--- src/rtl/clk_meas_pkg.sv ---
// Shared types and default constants for the clock period meter.
package clk_meas_pkg;

    typedef enum logic [1:0] {
        IDLE,
        WAIT_FIRST,
        MEASURE,
        LOST
    } meas_state_e;

    localparam int unsigned DEF_CNT_W       = 16;
    localparam int unsigned DEF_SYNC_STAGES = 2;
    localparam int unsigned DEF_TIMEOUT     = 1000;
    localparam int unsigned DEF_TOL         = 0;
    localparam int unsigned DEF_LOCK_CNT    = 2;

endpackage

--- src/rtl/sync_edge_det.sv ---
// Multi-flop synchroniser for an asynchronous level, plus rising-edge detect
// on the synchronised output.
module sync_edge_det
    import clk_meas_pkg::*;
#(
    parameter int unsigned SYNC_STAGES = DEF_SYNC_STAGES
) (
    input  logic clk,
    input  logic rst_n,
    input  logic d_in,
    output logic level,
    output logic rise
);

    logic [SYNC_STAGES-1:0] sync_q, sync_d;
    logic                   prev_q, prev_d;

    // Shift the raw input through the chain; remember last synchronised level.
    always_comb begin
        sync_d = {sync_q[SYNC_STAGES-2:0], d_in};
        prev_d = sync_q[SYNC_STAGES-1];
    end

    // Synchroniser and history registers.
    always_ff @(posedge clk or negedge rst_n) begin
        if (!rst_n) begin
            sync_q <= '0;
            prev_q <= 1'b0;
        end else begin
            sync_q <= sync_d;
            prev_q <= prev_d;
        end
    end

    assign level = sync_q[SYNC_STAGES-1];
    assign rise  = level & ~prev_q;

endmodule

--- src/rtl/clk_period_meter.sv ---
// Measures period and high time of a slow asynchronous clock in system-clock
// cycles, tracks lock across consecutive periods and flags loss of edges.
module clk_period_meter
    import clk_meas_pkg::*;
#(
    parameter int unsigned CNT_W       = DEF_CNT_W,
    parameter int unsigned SYNC_STAGES = DEF_SYNC_STAGES,
    parameter int unsigned TIMEOUT     = DEF_TIMEOUT,
    parameter int unsigned TOL         = DEF_TOL,
    parameter int unsigned LOCK_CNT    = DEF_LOCK_CNT
) (
    input  logic             clk,
    input  logic             rst_n,
    input  logic             clk_in,
    input  logic             en,
    output logic [CNT_W-1:0] period,
    output logic [CNT_W-1:0] high_time,
    output logic             valid,
    output logic             locked,
    output logic             lost
);

    localparam int unsigned MW = (LOCK_CNT > 1) ? $clog2(LOCK_CNT) : 1;

    localparam logic [CNT_W-1:0] CNT_MAX   = '1;
    localparam logic [CNT_W-1:0] CNT_ONE   = CNT_W'(1);
    localparam logic [CNT_W-1:0] TIMEOUT_C = CNT_W'(TIMEOUT);
    localparam logic [CNT_W:0]   TOL_C     = (CNT_W + 1)'(TOL);
    localparam logic [MW-1:0]    LOCK_TGT  = MW'(LOCK_CNT - 1);
    localparam logic [MW-1:0]    M_ONE     = MW'(1);

    logic level, rise;

    meas_state_e      state_q, state_d;
    logic [CNT_W-1:0] cnt_q, cnt_d;
    logic [CNT_W-1:0] hcnt_q, hcnt_d;
    logic [CNT_W-1:0] period_q, period_d;
    logic [CNT_W-1:0] high_q, high_d;
    logic             valid_q, valid_d;
    logic             locked_q, locked_d;
    logic             lost_q, lost_d;
    logic [MW-1:0]    match_q, match_d;
    logic             have_prev_q, have_prev_d;

    logic [CNT_W-1:0] cnt_inc, hcnt_inc, hcnt_reload;
    logic [CNT_W:0]   diff;
    logic             is_match;
    logic [MW-1:0]    match_nxt;

    sync_edge_det #(
        .SYNC_STAGES(SYNC_STAGES)
    ) u_sync (
        .clk  (clk),
        .rst_n(rst_n),
        .d_in (clk_in),
        .level(level),
        .rise (rise)
    );

    // Saturating counter increments and period match evaluation.
    always_comb begin
        cnt_inc     = (cnt_q == CNT_MAX) ? cnt_q : cnt_q + CNT_ONE;
        hcnt_inc    = (level && hcnt_q != CNT_MAX) ? hcnt_q + CNT_ONE : hcnt_q;
        hcnt_reload = level ? CNT_ONE : '0;
        diff = ({1'b0, cnt_q} >= {1'b0, period_q}) ? ({1'b0, cnt_q} - {1'b0, period_q})
                                                   : ({1'b0, period_q} - {1'b0, cnt_q});
        // A saturated count only ever matches a saturated previous period.
        is_match = have_prev_q && (diff <= TOL_C) &&
                   !((cnt_q == CNT_MAX) && (period_q != CNT_MAX));
        if (!is_match) begin
            match_nxt = '0;
        end else if (match_q >= LOCK_TGT) begin
            match_nxt = match_q;
        end else begin
            match_nxt = match_q + M_ONE;
        end
    end

    // Next-state and output logic for the measurement FSM.
    always_comb begin
        state_d     = state_q;
        cnt_d       = cnt_inc;
        hcnt_d      = hcnt_inc;
        period_d    = period_q;
        high_d      = high_q;
        valid_d     = 1'b0;
        locked_d    = locked_q;
        match_d     = match_q;
        have_prev_d = have_prev_q;

        if (!en) begin
            state_d     = IDLE;
            cnt_d       = '0;
            hcnt_d      = '0;
            locked_d    = 1'b0;
            match_d     = '0;
            have_prev_d = 1'b0;
        end else begin
            case (state_q)
                IDLE: begin
                    cnt_d   = '0;
                    hcnt_d  = '0;
                    state_d = WAIT_FIRST;
                end
                WAIT_FIRST: begin
                    if (rise) begin
                        state_d = MEASURE;
                        cnt_d   = CNT_ONE;
                        hcnt_d  = hcnt_reload;
                    end else if (cnt_q >= TIMEOUT_C) begin
                        state_d = LOST;
                    end
                end
                MEASURE: begin
                    if (rise) begin
                        cnt_d       = CNT_ONE;
                        hcnt_d      = hcnt_reload;
                        period_d    = cnt_q;
                        high_d      = hcnt_q;
                        valid_d     = 1'b1;
                        have_prev_d = 1'b1;
                        match_d     = match_nxt;
                        locked_d    = is_match && (match_nxt >= LOCK_TGT) ||
                                      (LOCK_TGT == '0);
                    end else if (cnt_q >= TIMEOUT_C) begin
                        state_d     = LOST;
                        locked_d    = 1'b0;
                        match_d     = '0;
                        have_prev_d = 1'b0;
                    end
                end
                LOST: begin
                    locked_d    = 1'b0;
                    match_d     = '0;
                    have_prev_d = 1'b0;
                    if (rise) begin
                        state_d = MEASURE;
                        cnt_d   = CNT_ONE;
                        hcnt_d  = hcnt_reload;
                    end
                end
                default: state_d = IDLE;
            endcase
        end

        lost_d = (state_d == LOST);
    end

    // State, counter and output registers.
    always_ff @(posedge clk or negedge rst_n) begin
        if (!rst_n) begin
            state_q     <= IDLE;
            cnt_q       <= '0;
            hcnt_q      <= '0;
            period_q    <= '0;
            high_q      <= '0;
            valid_q     <= 1'b0;
            locked_q    <= 1'b0;
            lost_q      <= 1'b0;
            match_q     <= '0;
            have_prev_q <= 1'b0;
        end else begin
            state_q     <= state_d;
            cnt_q       <= cnt_d;
            hcnt_q      <= hcnt_d;
            period_q    <= period_d;
            high_q      <= high_d;
            valid_q     <= valid_d;
            locked_q    <= locked_d;
            lost_q      <= lost_d;
            match_q     <= match_d;
            have_prev_q <= have_prev_d;
        end
    end

    assign period    = period_q;
    assign high_time = high_q;
    assign valid     = valid_q;
    assign locked    = locked_q;
    assign lost      = lost_q;

endmodule

--- config.mk ---
export PLATFORM = sky130hd
export DESIGN_NAME = clk_period_meter
export DESIGN_NICKNAME = d
export VERILOG_FILES = /design/src/rtl/clk_meas_pkg.sv /design/src/rtl/sync_edge_det.sv /design/src/rtl/clk_period_meter.sv
export SDC_FILE = /design/constraint.sdc
export NUM_CORES = 1
export LEC_CHECK = 0
export CAP_MARGIN = 30
export CORE_ASPECT_RATIO = 0.6
export CORE_UTILIZATION = 55
export CTS_BUF_LIST = sky130_fd_sc_hd__clkbuf_4
export DETAILED_ROUTE_END_ITERATION = 16
export PLACE_DENSITY = 0.76
export SLEW_MARGIN = 20
export SYNTH_ARGS = -nofsm -noshare
export SYNTH_HDL_FRONTEND = slang
export SYNTH_SLANG_ARGS = --single-unit
--- constraint.sdc ---
create_clock -name clk -period 2.8 [get_ports clk]
set_input_delay 0.56 -clock clk [delete_from_list [all_inputs] [get_ports clk]]
set_output_delay 0.56 -clock clk [all_outputs]
set_load 0.05 [all_outputs]
==> flow_summary.yaml, run 1 <==
power:
  p_int_uw: 1930
  switching_power_uw: 1290
  p_leak_uw: 0.00243
  p_comb_share_pct: 38.7
  pwr-share-clk_pct: 24.1
  pwr_density_cell_nw_per_um2: 566
  p_seq_share_pct: 37.2
  switching_share_pct: 40.0
  ir_drop_v: 0.000446
sta:
  min_period_ns: 2.82
  skew_ns: 0.0219
  hold_violations: 0
  setup_violations: 1
  drv_slew: 0
  fmaxAchievable_mhz: 355
  fin_ws_ns: -0.0190
  tightest_slew_ns: 0.601
  finalCritPeriodShare_pct: 101
  slew_headroom_pct: 59.9
  rsz0062_at_grt: "true"
routing:
  drt-total-wl_um: 13600
  num_vias: 4418
  wl_per_cell_um: 19.2
  drtIter0Drc: 509
  vias_per_cell: 6.21
  drt_pre_antenna_iters: 5
  ant_nets: 0
  drc: 0
cells_and_area:
  drive_gt1_share_pct: 16.3
  seqCellArea_um2: 1840
  multi_input_area_um2: 2740
  fin_util_pct: 69.8
  fillers: 636
  area_growth_syn_to_layout_pct: 19.1
  fin_cells: 711
  nets: 636
cts:
  root_buffer: "clkbuf_4"
  htree_levels: 3
  cts_tree: "yes"
  hold_buffers: 0
  cts_made_buffers: 9
  clk_latency_ns: 0.44
  cts_sinks: 73
  clk_pin_slew_ns: 0.15
  clockBufferDepth: 2
floorplanning:
  start_util_pct: 58.6
  fp.dieW_um: 122
  die_h_um: 74.1
  io_pins: 39
  core_um2: 8130
  fp-row-count: 25
  die_area_um2: 9050
place:
  place_hpwl_um: 10400
  io_buffers: 38
  place_congestion: 1.03
  placedCellCount: 693
  dp_slack_ns: -0.0270
setup_path:
  timing_worst_setup_path_type: "register to register"
  worstSetupEndpointType: "register"
  worst_setup_path_start_kind: "register"
  cp.arrival_ns: 3.18
  cp_data_required_time_ns: 3.16
  worstPathMaxFanout: 6
synthesis:
  yosysWarnings: 0
  syn_nets: 575
  synth.distinct_cells: 63
  syn-instance-count: 536
  postSynthAreaPerCell_um2: 8.89
  synth_edf_count: 0
  dominantRegCellSynth: "dfrtp_1"
  ys_ff_latch: 73
  synth_area_um2: 4770
  async_flop_share_pct: 100
  seq_area_frac_synth_pct: 38.3
grt:
  groute.usage.overall_pct: 32.0
  grt_pass1_wl_um: 21300
  grt-ovfl-total: 0
  antenna_found_initial: 1
  grt_max_degree: 46
  grt_pass1_vias: 3948
worst_hold_path:
  hold_path.class: "input port to async pin"
status:
  status: "finished, violations left"
  violations: "negative setup slack"
job:
  drv_cap: 0
-- routing by layer --
metal / track usage (%) / up-vias / part of all wire, %
met4: 8.94 / 0 / 1.1
met2: 41.4 / 294 / 39
met3: 10.4 / 19 / 13
met1: 49.9 / 2103 / 47
met5: 0 / - / 0
li1: - / 2002 / -
-- layout by cell type (no fill, tap or decap), types with 3 or more instances in the layout --
| cell type | netlist | routed |
|---|---|---|
| a22oi_1 | 4 | 4 |
| nor4_2 | 0 | 3 |
| dfrtp_2 | 0 | 7 |
| clkbuf_4 | 0 | 9 |
| o22ai_1 | 4 | 4 |
| and2_1 | 3 | 3 |
| mux2i_1 | 5 | 5 |
| buf_4 | 3 | 33 |
| nor2_1 | 54 | 54 |
| dfrtp_1 | 73 | 66 |
| nor3_1 | 10 | 10 |
| clkdlybuf4s50_1 | 0 | 37 |
| o21a_1 | 7 | 7 |
| or3_1 | 8 | 8 |
| and3_1 | 4 | 4 |
| a21oi_1 | 30 | 29 |
| nor2b_1 | 6 | 6 |
| a211oi_1 | 4 | 4 |
| o21ai_0 | 40 | 39 |
| mux2_2 | 17 | 17 |
| xor2_1 | 15 | 15 |
| nand3_1 | 11 | 11 |
| nand2b_1 | 7 | 7 |
| inv_1 | 43 | 41 |
| o31ai_1 | 4 | 4 |
| a21o_1 | 3 | 3 |
| ha_1 | 35 | 31 |
| xnor2_1 | 15 | 15 |
| nand4_1 | 19 | 19 |
| nand2_1 | 48 | 48 |
| nor4_1 | 7 | 4 |
-- cell usage after synthesis, drive strengths merged, types with 7 or more instances --
cell,count,area share [%]
nor2,54,4.3
nand2,50,4.1
buf,8,0.95
mux2,17,4.0
nand3,12,1.4
or3,8,1.1
nand4,19,2.5
a21oi,31,3.5
dfrtp,73,38
clkbuf,13,1.0
inv,43,3.4
nor4,7,0.92
nor3,10,1.1
ha,35,9.2
o21a,7,1.1
o21ai,41,4.3
nand2b,7,0.92
xnor2,15,2.8
xor2,15,2.8
-- power by group through the flow --
| stage | Combinational (µW) | Sequential, µW | Clock, µW |
|---|---|---|---|
| 5_1_grt | 1320 | 1210 | 829 |
| 3_5_place_dp | 1190 | 1210 | 0 |
| 6_report | 1240 | 1190 | 776 |
| 4_1_cts | 1200 | 1190 | 785 |
| 2_1_floorplan | 584 | 1410 | 0 |
| 3_3_place_gp | 1180 | 1210 | 0 |
-- metrics by stage --
stage | TNS (ns) | hold slack (ns) | total power (µW) | area (µm²)
finish | -0.0190 | 0.0919 | 3220 | 5680
global route | -0.152 | 0.114 | 3360 | 5670
CTS | 0 | 0.106 | 3180 | 5650
detailed placement | -0.0270 | 0.342 | 2400 | 5470
global placement | 0 | 0.332 | 2390 | 5470
floorplan | -0.0131 | 0.264 | 2000 | 4800
-- cell families after synthesis --
| logic type | after synthesis | synth area share [%] |
|---|---|---|
| and+or+nand+nor | 189 | 19.4 |
| AOI/OAI and AO/OA | 123 | 17.1 |
| DFF | 73 | 38.3 |
| buffers and inverters | 64 | 5.38 |
| adders and majority gates | 35 | 9.19 |
| xor gates and xnor gates | 30 | 5.51 |
| muxes | 22 | 5.07 |
-- sequential cells by signal, indices dropped and copies added (netlist names) --
register	count
cnt_q	16
hcnt_q	16
high_time	16
period	16
state_q	2
u_sync.sync_q	2
have_prev_q	1
locked	1
lost	1
u_sync.prev_q	1
valid	1
-- layout make-up --
class                      instances  share of cell area (%)
clock inverter                     7                    1.65
sequential                        73                    32.3
inverter                          43                    2.84
antenna                            1                  0.0441
clock buffer                       9                    1.19
timing repair buffer              71                    11.2
multi-input combinational        399                    48.3
tap                              108                    2.38
-- final timing paths --
check / from / endpoint / slack, ns / depth (start not counted)
max reg2reg: period[6] / locked / -0.02 / 10
min: rst_n / period[6] / 0.09 / 1
min reg2reg: u_sync.sync_q[0] / u_sync.sync_q[1] / 0.37 / 0
max: period[6] / locked / -0.02 / 10
max in group asynchronous: rst_n / cnt_q[4] / 2.00 / 2
min in group clk: u_sync.sync_q[0] / u_sync.sync_q[1] / 0.37 / 0
-- worst max-delay path, stage by stage, from the launching register on --
cell	delay, ns
dfrtp_2	0.43
inv_1	0.07
ha_1	0.39
a21oi_1	0.18
o21bai_1	0.13
a221o_2	0.47
mux2i_1	0.14
or4_1	0.49
nor4_2	0.20
a41oi_1	0.08
o21ai_1	0.16
-- repair_timing --
item                       4_1_cts  5_1_grt
hold endpoints to repair         0        0
setup buffers                    1        0
resized for setup                2        6
setup endpoints to repair        1        1
gates cloned                     0        0
No activity file was read; power rests on OpenSTA's default activity.
==> run 2, diff against run 1 <==
- CORE_UTILIZATION: 55 -> 40
- GPL_TIMING_DRIVEN: unset -> 0
- PLACE_DENSITY: 0.76 -> 0.58
- SETUP_SLACK_MARGIN: unset -> 0.05
==> flow_summary.yaml, run 2 (synthesis results as in run 1) <==
status:
  status: "finished, violations left"
  violations: "negative setup slack"
place:
  place_hpwl_um: 10400
  place_congestion: 0.902
  dp_slack_ns: -0.408
  io_buffers: 38
cts:
  cts_tree: "yes"
  cts_made_buffers: 9
  clk_pin_slew_ns: 0.13
  cts_sinks: 73
  clockBufferDepth: 2
  root_buffer: "clkbuf_4"
  htree_levels: 3
  clk_latency_ns: 0.42
setup_path:
  cpMaxStageDelayCell: "or4_4"
  worstSetupEndpointType: "register"
  cp.arrival_ns: 3.41
  worstPathMaxFanout: 5
  crit_path_cell_trace: "inv_2 -> ha_4 -> and2_4 -> a221oi_4 -> nand2_4 -> a221o_2 -> mux2i_2 -> or4_4 -> nor4_4 -> a41oi_2 -> o21ai_1"
  reg2regPathDepth: 11
  worst_setup_path_start_kind: "register"
  timing_worst_setup_path_type: "register to register"
  slowest_delay_ns: 0.50
  cp_data_required_time_ns: 3.15
sta:
  min_period_ns: 3.05
  skew_ns: 0.0111
  tightest_slew_ns: 0.655
  drv_slew: 0
  slew_headroom_pct: 56.3
  fmaxAchievable_mhz: 328
  rsz0062_at_grt: "true"
  setup_violations: 1
  finalCritPeriodShare_pct: 109
  fin_ws_ns: -0.253
  hold_violations: 0
job:
  drv_cap: 0
floorplanning:
  start_util_pct: 41.6
  core_um2: 11400
  io_pins: 39
  die_area_um2: 12400
  die_h_um: 86.6
  fp.dieW_um: 143
  fp-row-count: 30
grt:
  grt_use_met2_pct: 28.2
  grt-ovfl-total: 0
  antenna_found_initial: 1
  busiest_layer: "met1"
  grt_pass1_vias: 3895
  met1_usage_pct: 39.3
  grt_use_met3_pct: 6.74
  grt_max_degree: 56
  grt_pass1_wl_um: 21600
  groute.usage.overall_pct: 23.5
worst_hold_path:
  hold_path.class: "register to register"
  min_path_cells: 0
cells_and_area:
  layout_commonest_cell: "dfrtp_1"
  drive_gt1_share_pct: 17.5
  fin_util_pct: 51.0
  final_cell_mix: "dfrtp_1, nor2_1, nand2_1"
  nets: 645
  area_growth_syn_to_layout_pct: 22.5
routing:
  ant_nets: 0
  vias_per_cell: 5.46
  wl_per_cell_um: 17.9
  num_vias: 4218
  drt_pre_antenna_iters: 5
  drt-total-wl_um: 13800
  drc: 0
  drtIter0Drc: 448
power:
  p_leak_uw: 0.00244
  ir_drop_v: 0.000261
  pwr_density_cell_nw_per_um2: 554
==> run 2: power by group <==
group | leakage (µW) | internal (µW) | switching [µW]
logic | 0.00142 | 454 | 822
clock network | 0.0000840 | 362 | 394
registers | 0.000941 | 1120 | 80.8
==> run 2: critical path, delay by kind of cell (launching register included) <==
kind                     cells  cell delay (ns)
flip-flops                   1             0.43
adder cells (fa/ha/maj)      1             0.22
AO/OA/AOI/OAI                4             0.99
AND/OR/NAND/NOR              4             1.09
multiplexers                 1             0.19
buffers and inverters        1             0.08
==> run 2: final cells by class <==
type	count	area (µm²)
clock inverter	7	93.8
sequential	73	1840
inverter	43	161
clock buffer	9	67.6
timing repair buffer	60	566
multi-input combinational	399	2810
fill	1082	5610
buffer	20	96.3
antenna	1	2.50
tap	160	200
==> run 2: through the flow <==
| step | std cells | total power (µW) | setup TNS [ns] | hold WS, ns | cell area, µm² |
|---|---|---|---|---|---|
| after detailed placement | 735 | 2370 | -0.928 | 0.338 | 5410 |
| after floorplan | 536 | 2000 | -0.0131 | 0.264 | 4800 |
| after global placement | 734 | 2360 | -105.43 | 0.333 | 5380 |
| after CTS | 759 | 3180 | -0.193 | 0.368 | 5680 |
| after global routing | 772 | 3420 | -0.305 | 0.390 | 5840 |
| final | 772 | 3240 | -0.253 | 0.368 | 5840 |
==> run 2: timing repair <==
item	4_1_cts	5_1_grt
hold buffers	1	0
gates resized for setup	13	16
endpoints found under the hold margin	18	0
cloned	0	0
buffers inserted	8	12
endpoints found under the setup margin	1	5
pin swaps	3	8
==> run 2: worst paths after layout <==
path                                   from                to  slack [ns]
max in group asynchronous             rst_n        period[10]        1.68
setup reg to reg                  period[4]            locked       -0.25
hold reg to reg            u_sync.sync_q[0]  u_sync.sync_q[1]        0.37
hold / removal             u_sync.sync_q[0]  u_sync.sync_q[1]        0.37
setup / recovery                  period[4]            locked       -0.25
min in group asynchronous             rst_n     high_time[10]        0.54
==> run 2: routing by layer <==
layer | routed length, µm | vias to the layer above
met3 | 1140 | 10
met4 | 77 | 0
li1 | - | 2022
met1 | 7630 | 2041
met2 | 4980 | 145
met5 | 0 | -
